### src/rtl/dsp_fetch_pkg.sv
// Shared widths and constants for the instruction-fetch stage.
package dsp_fetch_pkg;

  localparam int unsigned MEM_ADDR_LEN  = 16;
  localparam int unsigned INST_WORD_LEN = 32;

  // Opcode 6'b111111 decodes as NOP: no writeback, no memory access, no flow change.
  localparam logic [INST_WORD_LEN-1:0] INST_NOP = 32'hFC00_0000;
  localparam logic [MEM_ADDR_LEN-1:0]  RESET_PC_DEFAULT = 16'h0000;

endpackage

### src/rtl/dsp_fetch_skid.sv
// One-entry {inst, pc} holding buffer that catches the in-flight fetch
// response when the pipeline stalls.
// Ports:
//   clk, rst          pipeline clock, synchronous active-high reset
//   i_load            capture i_inst/i_pc and set valid
//   i_drain           entry consumed by IF/ID; clear valid
//   i_clear           discard entry (redirect)
//   i_inst, i_pc      word and address to capture
//   o_valid           entry holds a word
//   o_inst, o_pc      buffered word and address
module dsp_fetch_skid
  import dsp_fetch_pkg::*;
(
  input  logic                     clk,
  input  logic                     rst,
  input  logic                     i_load,
  input  logic                     i_drain,
  input  logic                     i_clear,
  input  logic [INST_WORD_LEN-1:0] i_inst,
  input  logic [MEM_ADDR_LEN-1:0]  i_pc,
  output logic                     o_valid,
  output logic [INST_WORD_LEN-1:0] o_inst,
  output logic [MEM_ADDR_LEN-1:0]  o_pc
);

  logic                     r_valid;
  logic [INST_WORD_LEN-1:0] r_inst;
  logic [MEM_ADDR_LEN-1:0]  r_pc;

  // Clear beats load beats drain.
  always_ff @(posedge clk) begin
    if (rst) begin
      r_valid <= 1'b0;
      r_inst  <= INST_NOP;
      r_pc    <= '0;
    end else if (i_clear) begin
      r_valid <= 1'b0;
    end else if (i_load) begin
      r_valid <= 1'b1;
      r_inst  <= i_inst;
      r_pc    <= i_pc;
    end else if (i_drain) begin
      r_valid <= 1'b0;
    end
  end

  assign o_valid = r_valid;
  assign o_inst  = r_inst;
  assign o_pc    = r_pc;

endmodule

### src/rtl/dsp_fetch.sv
// Instruction-fetch stage: owns the PC, drives a synchronous-read
// instruction memory and registers the fetched word into IF/ID.
// Predict-not-taken; execute-stage redirects flush the in-flight word.
// Ports:
//   clk, rst                 pipeline clock, synchronous active-high reset
//   stall                    hold IF/ID and PC, no new fetch
//   redirect_valid/_addr     taken branch/jump target from execute
//   imem_rd_en/imem_addr     memory read strobe/address (combinational)
//   imem_rdata               read data, valid one cycle after imem_rd_en
//   inst_out/pc_out          IF/ID instruction and its address
//   inst_valid               inst_out is a real instruction (0 = bubble)
module dsp_fetch
  import dsp_fetch_pkg::*;
#(
  parameter logic [MEM_ADDR_LEN-1:0]  RESET_PC = RESET_PC_DEFAULT,
  parameter logic [INST_WORD_LEN-1:0] NOP_INST = INST_NOP
) (
  input  logic                     clk,
  input  logic                     rst,
  input  logic                     stall,
  input  logic                     redirect_valid,
  input  logic [MEM_ADDR_LEN-1:0]  redirect_addr,
  output logic                     imem_rd_en,
  output logic [MEM_ADDR_LEN-1:0]  imem_addr,
  input  logic [INST_WORD_LEN-1:0] imem_rdata,
  output logic [INST_WORD_LEN-1:0] inst_out,
  output logic [MEM_ADDR_LEN-1:0]  pc_out,
  output logic                     inst_valid
);

  logic [MEM_ADDR_LEN-1:0]  r_pc;
  logic [MEM_ADDR_LEN-1:0]  r_req_pc;
  logic                     r_req_valid;
  logic [INST_WORD_LEN-1:0] r_inst;
  logic [MEM_ADDR_LEN-1:0]  r_pc_out;
  logic                     r_inst_valid;

  logic                     w_issue;
  logic                     w_skid_load;
  logic                     w_skid_drain;
  logic                     w_skid_valid;
  logic [INST_WORD_LEN-1:0] w_skid_inst;
  logic [MEM_ADDR_LEN-1:0]  w_skid_pc;

  // A redirect fetches even while stalled so the target is already in flight.
  assign w_issue    = !rst && (redirect_valid || !stall);
  assign imem_rd_en = w_issue;
  assign imem_addr  = redirect_valid ? redirect_addr : r_pc;

  // Only one fetch can be outstanding when a stall starts, so loading
  // solely into an empty skid never loses a word.
  assign w_skid_load  = !redirect_valid && stall && r_req_valid && !w_skid_valid;
  assign w_skid_drain = !redirect_valid && !stall && w_skid_valid;

  dsp_fetch_skid u_skid (
    .clk     (clk),
    .rst     (rst),
    .i_load  (w_skid_load),
    .i_drain (w_skid_drain),
    .i_clear (redirect_valid),
    .i_inst  (imem_rdata),
    .i_pc    (r_req_pc),
    .o_valid (w_skid_valid),
    .o_inst  (w_skid_inst),
    .o_pc    (w_skid_pc)
  );

  // PC, outstanding-request tracking and IF/ID register.
  always_ff @(posedge clk) begin
    if (rst) begin
      r_pc         <= RESET_PC;
      r_req_pc     <= '0;
      r_req_valid  <= 1'b0;
      r_inst       <= NOP_INST;
      r_pc_out     <= '0;
      r_inst_valid <= 1'b0;
    end else begin
      if (w_issue) begin
        r_pc        <= imem_addr + MEM_ADDR_LEN'(1);
        r_req_pc    <= imem_addr;
        r_req_valid <= 1'b1;
      end else begin
        r_req_valid <= 1'b0;
      end

      if (redirect_valid) begin
        r_inst       <= NOP_INST;
        r_inst_valid <= 1'b0;
      end else if (!stall) begin
        if (w_skid_valid) begin
          r_inst       <= w_skid_inst;
          r_pc_out     <= w_skid_pc;
          r_inst_valid <= 1'b1;
        end else if (r_req_valid) begin
          r_inst       <= imem_rdata;
          r_pc_out     <= r_req_pc;
          r_inst_valid <= 1'b1;
        end else begin
          r_inst       <= NOP_INST;
          r_inst_valid <= 1'b0;
        end
      end
    end
  end

  assign inst_out   = r_inst;
  assign pc_out     = r_pc_out;
  assign inst_valid = r_inst_valid;

endmodule

### config.mk
export PLATFORM = sky130hd
export DESIGN_NAME = dsp_fetch
export DESIGN_NICKNAME = d
export VERILOG_FILES = /design/src/rtl/dsp_fetch_pkg.sv /design/src/rtl/dsp_fetch_skid.sv /design/src/rtl/dsp_fetch.sv
export SDC_FILE = /design/constraint.sdc
export NUM_CORES = 1
export LEC_CHECK = 0
export ABC_AREA = 0
export CAP_MARGIN = 10
export CORE_ASPECT_RATIO = 1.75
export CORE_MARGIN = 4
export CORE_UTILIZATION = 63
export CTS_CLUSTER_SIZE = 40
export DETAILED_ROUTE_END_ITERATION = 8
export DONT_BUFFER_PORTS = 1
export GPL_ROUTABILITY_DRIVEN = 0
export HOLD_SLACK_MARGIN = 0.02
export PLACE_DENSITY = 0.83
export SLEW_MARGIN = 10
export SYNTH_ARGS = -nofsm -noshare
export SYNTH_HDL_FRONTEND = slang
export SYNTH_SLANG_ARGS = --single-unit
### constraint.sdc
create_clock -name clk -period 2.05 [get_ports clk]
set_input_delay 0.205 -clock clk [delete_from_list [all_inputs] [get_ports clk]]
set_output_delay 0.205 -clock clk [all_outputs]
set_load 0.02 [all_outputs]
==> results.toml <==
[global_route]
grt-ovfl-total = 0
busiest_layer = "met2"
grt_use_total_pct = 28.60
use_met3_pct = 8.322
use_met2_pct = 52.60
antenna_found_initial = 0
grt_max_degree = 98
grt_pass1_vias = 4904
grt_pass1_wl_um = 23940
met1_usage_pct = 29.15

[timing]
finClkSkew_ns = 0.009423
period_share_pct = 94.09
tns_ns = 0
max-slew-margin-rel_pct = 59.81
slew_viol_final = 0
worst_slew_pin_slew_ns = 0.5861
clock.fmax_ghz = 0.5185
fin_crit_ns = 1.929
setup_viol = 0
fin_ws_ns = 0.1212
grt_setup_unrepaired = "no"
hold_viol = 0

[flow_run]
max_cap_violations = 0

[critical_path]
path_cells = "buf_4 > nand3b_1 > a21oi_1 > a21oi_1 > nor3_1 > dlygate4sd3_1"
critPathTopFamily = "buffers and inverters"
worstPathArrival_ns = 2.22
endpoint_kind = "flop"
critical_path_buf_inv_count = 2
start_kind = "flop"
required_ns = 2.34
cp_max_fo = 42
crit_slowest_cell = "dlygate4sd3_1"
critical_path_class = "reg2reg"
cp_common_cell = "a21oi_1"
max_stage_delay_ns = 0.56

[place]
place.detailed.hpwl_um = 9006
place_ws_ns = 0.2877
dp_cells = 760
io_buffers = 0

[synth]
mappedNetlistArea_um2 = 5657
synth_area_leaders = "dfxtp_1 (46%), nand2_1 (10%), a21oi_1 (9.3%)"
synth_most_common_cell = "nand2_1"
yosysTopAreaCell = "dfxtp_1"
avgSynthCellArea_um2 = 8.246
synth-edff-count = 0
synthDistinctLibCells = 41
ys_top_cells_by_count = "nand2_1 (153), dfxtp_1 (131), a21oi_1 (105)"
yosys_warnings = 0
yosysSeqAreaShare_pct = 46.36
synth_flop_cell = "dfxtp_1"
yosysTopAreaCellShare_pct = 46.36
ys_ff_latch = 131
synthCells = 686
synth_nets = 739
async_flop_share_pct = 0

[finish]
final_layout_size_suffix_gt1_share_pct = 9.116
multi_input_area_um2 = 2731
antennaDiodeCount = 0
fin_cells = 830
ff_latch_area_um2 = 2624
area_delta_synth_final_pct = 17.45
nNetsFinal = 753
fillers = 604

[route]
vias_per_cell = 6.024
drt_iter0_markers = 346
avgRoutedWirePerCell_um = 18.33
first_pass_iters = 8
drc = 0
vias = 5000
drtAntennaViolNets = 0
drt_wl_total_um = 15210

[outcome]
status = "completed"

[power]
p_leak_uw = 0.002388
p_per_area_nw_per_um2 = 921.3
ir_worst_vdd_mv = 0.7323

[cts]
clockBufferDepth = 2
clock_sinks = 131
numCtsBuffers = 17
htreeDepth = 4
cts_tree = "done"
clock_tree.root_cell = "clkbuf_16"
clk_latency_ns = 0.41
clkTransAtPathRegs_ns = 0.06

[die]
rows = 45
start_util_pct = 64.82
ios = 118
core_area_um2 = 8727
die_h_um = 133.4
die_w_um = 79.63
design.die.area_um2 = 10620

[min_path]
hp-class = "in2reg"
==> worst paths after layout <==
kind / from / end / slack, ns / cells after the start
max: u_skid.o_valid / inst_out[22] / 0.12 / 6
min: stall / inst_out[13] / 0.04 / 3
max reg2reg: u_skid.o_valid / inst_out[22] / 0.12 / 6
min reg2reg: u_skid.o_pc[14] / u_skid.o_pc[14] / 0.45 / 2
==> sequential cells by signal, summed over array words and instances (netlist names) <==
name,cells
u_skid.o_valid,1
r_req_valid,1
pc_out,16
inst_valid,1
r_req_pc,16
u_skid.o_pc,16
inst_out,32
r_pc,16
u_skid.o_inst,32
==> worst register-to-register path, delay by kind of cell, from the launching register on <==
family	cells	cell delay, ns
AOI/OAI and AO/OA	2	0.21
DFF	1	0.42
and+or+nand+nor	2	0.24
buffers and inverters	2	0.94
==> where the power goes <==
part | switching, µW | internal [µW] | leakage, µW
combinational | 342 | 231 | 0.00105
clock | 1090 | 1690 | 0.000268
sequential | 116 | 2650 | 0.00107
total | 1550 | 4570 | 0.00239
==> placed cells by master, fill, tap and decap left out, types with 10 or more instances in the layout <==
cell type,n
nand2_1,153
clkbuf_16,17
a21oi_1,105
buf_4,14
mux2i_1,24
a211oi_1,17
xnor2_1,12
nor2_1,29
dlygate4sd3_1,35
a22o_1,10
nand3b_1,38
inv_1,16
nor3_1,29
o21ai_1,18
nand3_1,10
dfxtp_1,130
==> stage by stage <==
stage	cell area [µm²]	utilization, %	total power (µW)	hold slack (ns)
floorplan	5657	-	3207	0.3291
global route	6644	76.13	6325	0.02615
CTS	6644	76.13	6154	0.02111
finish	6644	76.13	6121	0.03744
global placement	5670	64.97	3237	0.2844
detailed placement	5670	64.97	3256	0.2863
==> repair_timing <==
action | 4_1_cts | 5_1_grt
setup buffers | 0 | 0
endpoints found under the hold margin | 102 | 0
gates resized for setup | 0 | 0
hold buffers | 38 | 0
==> final cells by class <==
| type | count | share of cell area (%) |
|---|---|---|
| multi-input cells | 481 | 41.11 |
| inverters | 17 | 0.9605 |
| flip-flops and latches | 131 | 39.49 |
| repair buffers | 52 | 7.872 |
| clock buffers | 19 | 6.667 |
| well taps | 117 | 2.203 |
| clock inverters | 13 | 1.695 |
==> per-layer routing <==
layer / share of wire, % / wire length (µm)
met3: 7.8 / 1184
met4: 2.9 / 442
met1: 35 / 5376
met2: 54 / 8207
met5: 0 / 0
==> cells by family after synthesis <==
group                      Yosys count  synth area share, %
and+or+nand+nor                    272                22.65
AOI/OAI and AO/OA                  162                17.14
DFF                                131                46.36
buffers and inverters               74                5.574
muxes                               32                5.883
xor gates and xnor gates            14                2.168
adders and majority gates            1               0.2212
No activity file was read; power rests on OpenSTA's default activity.
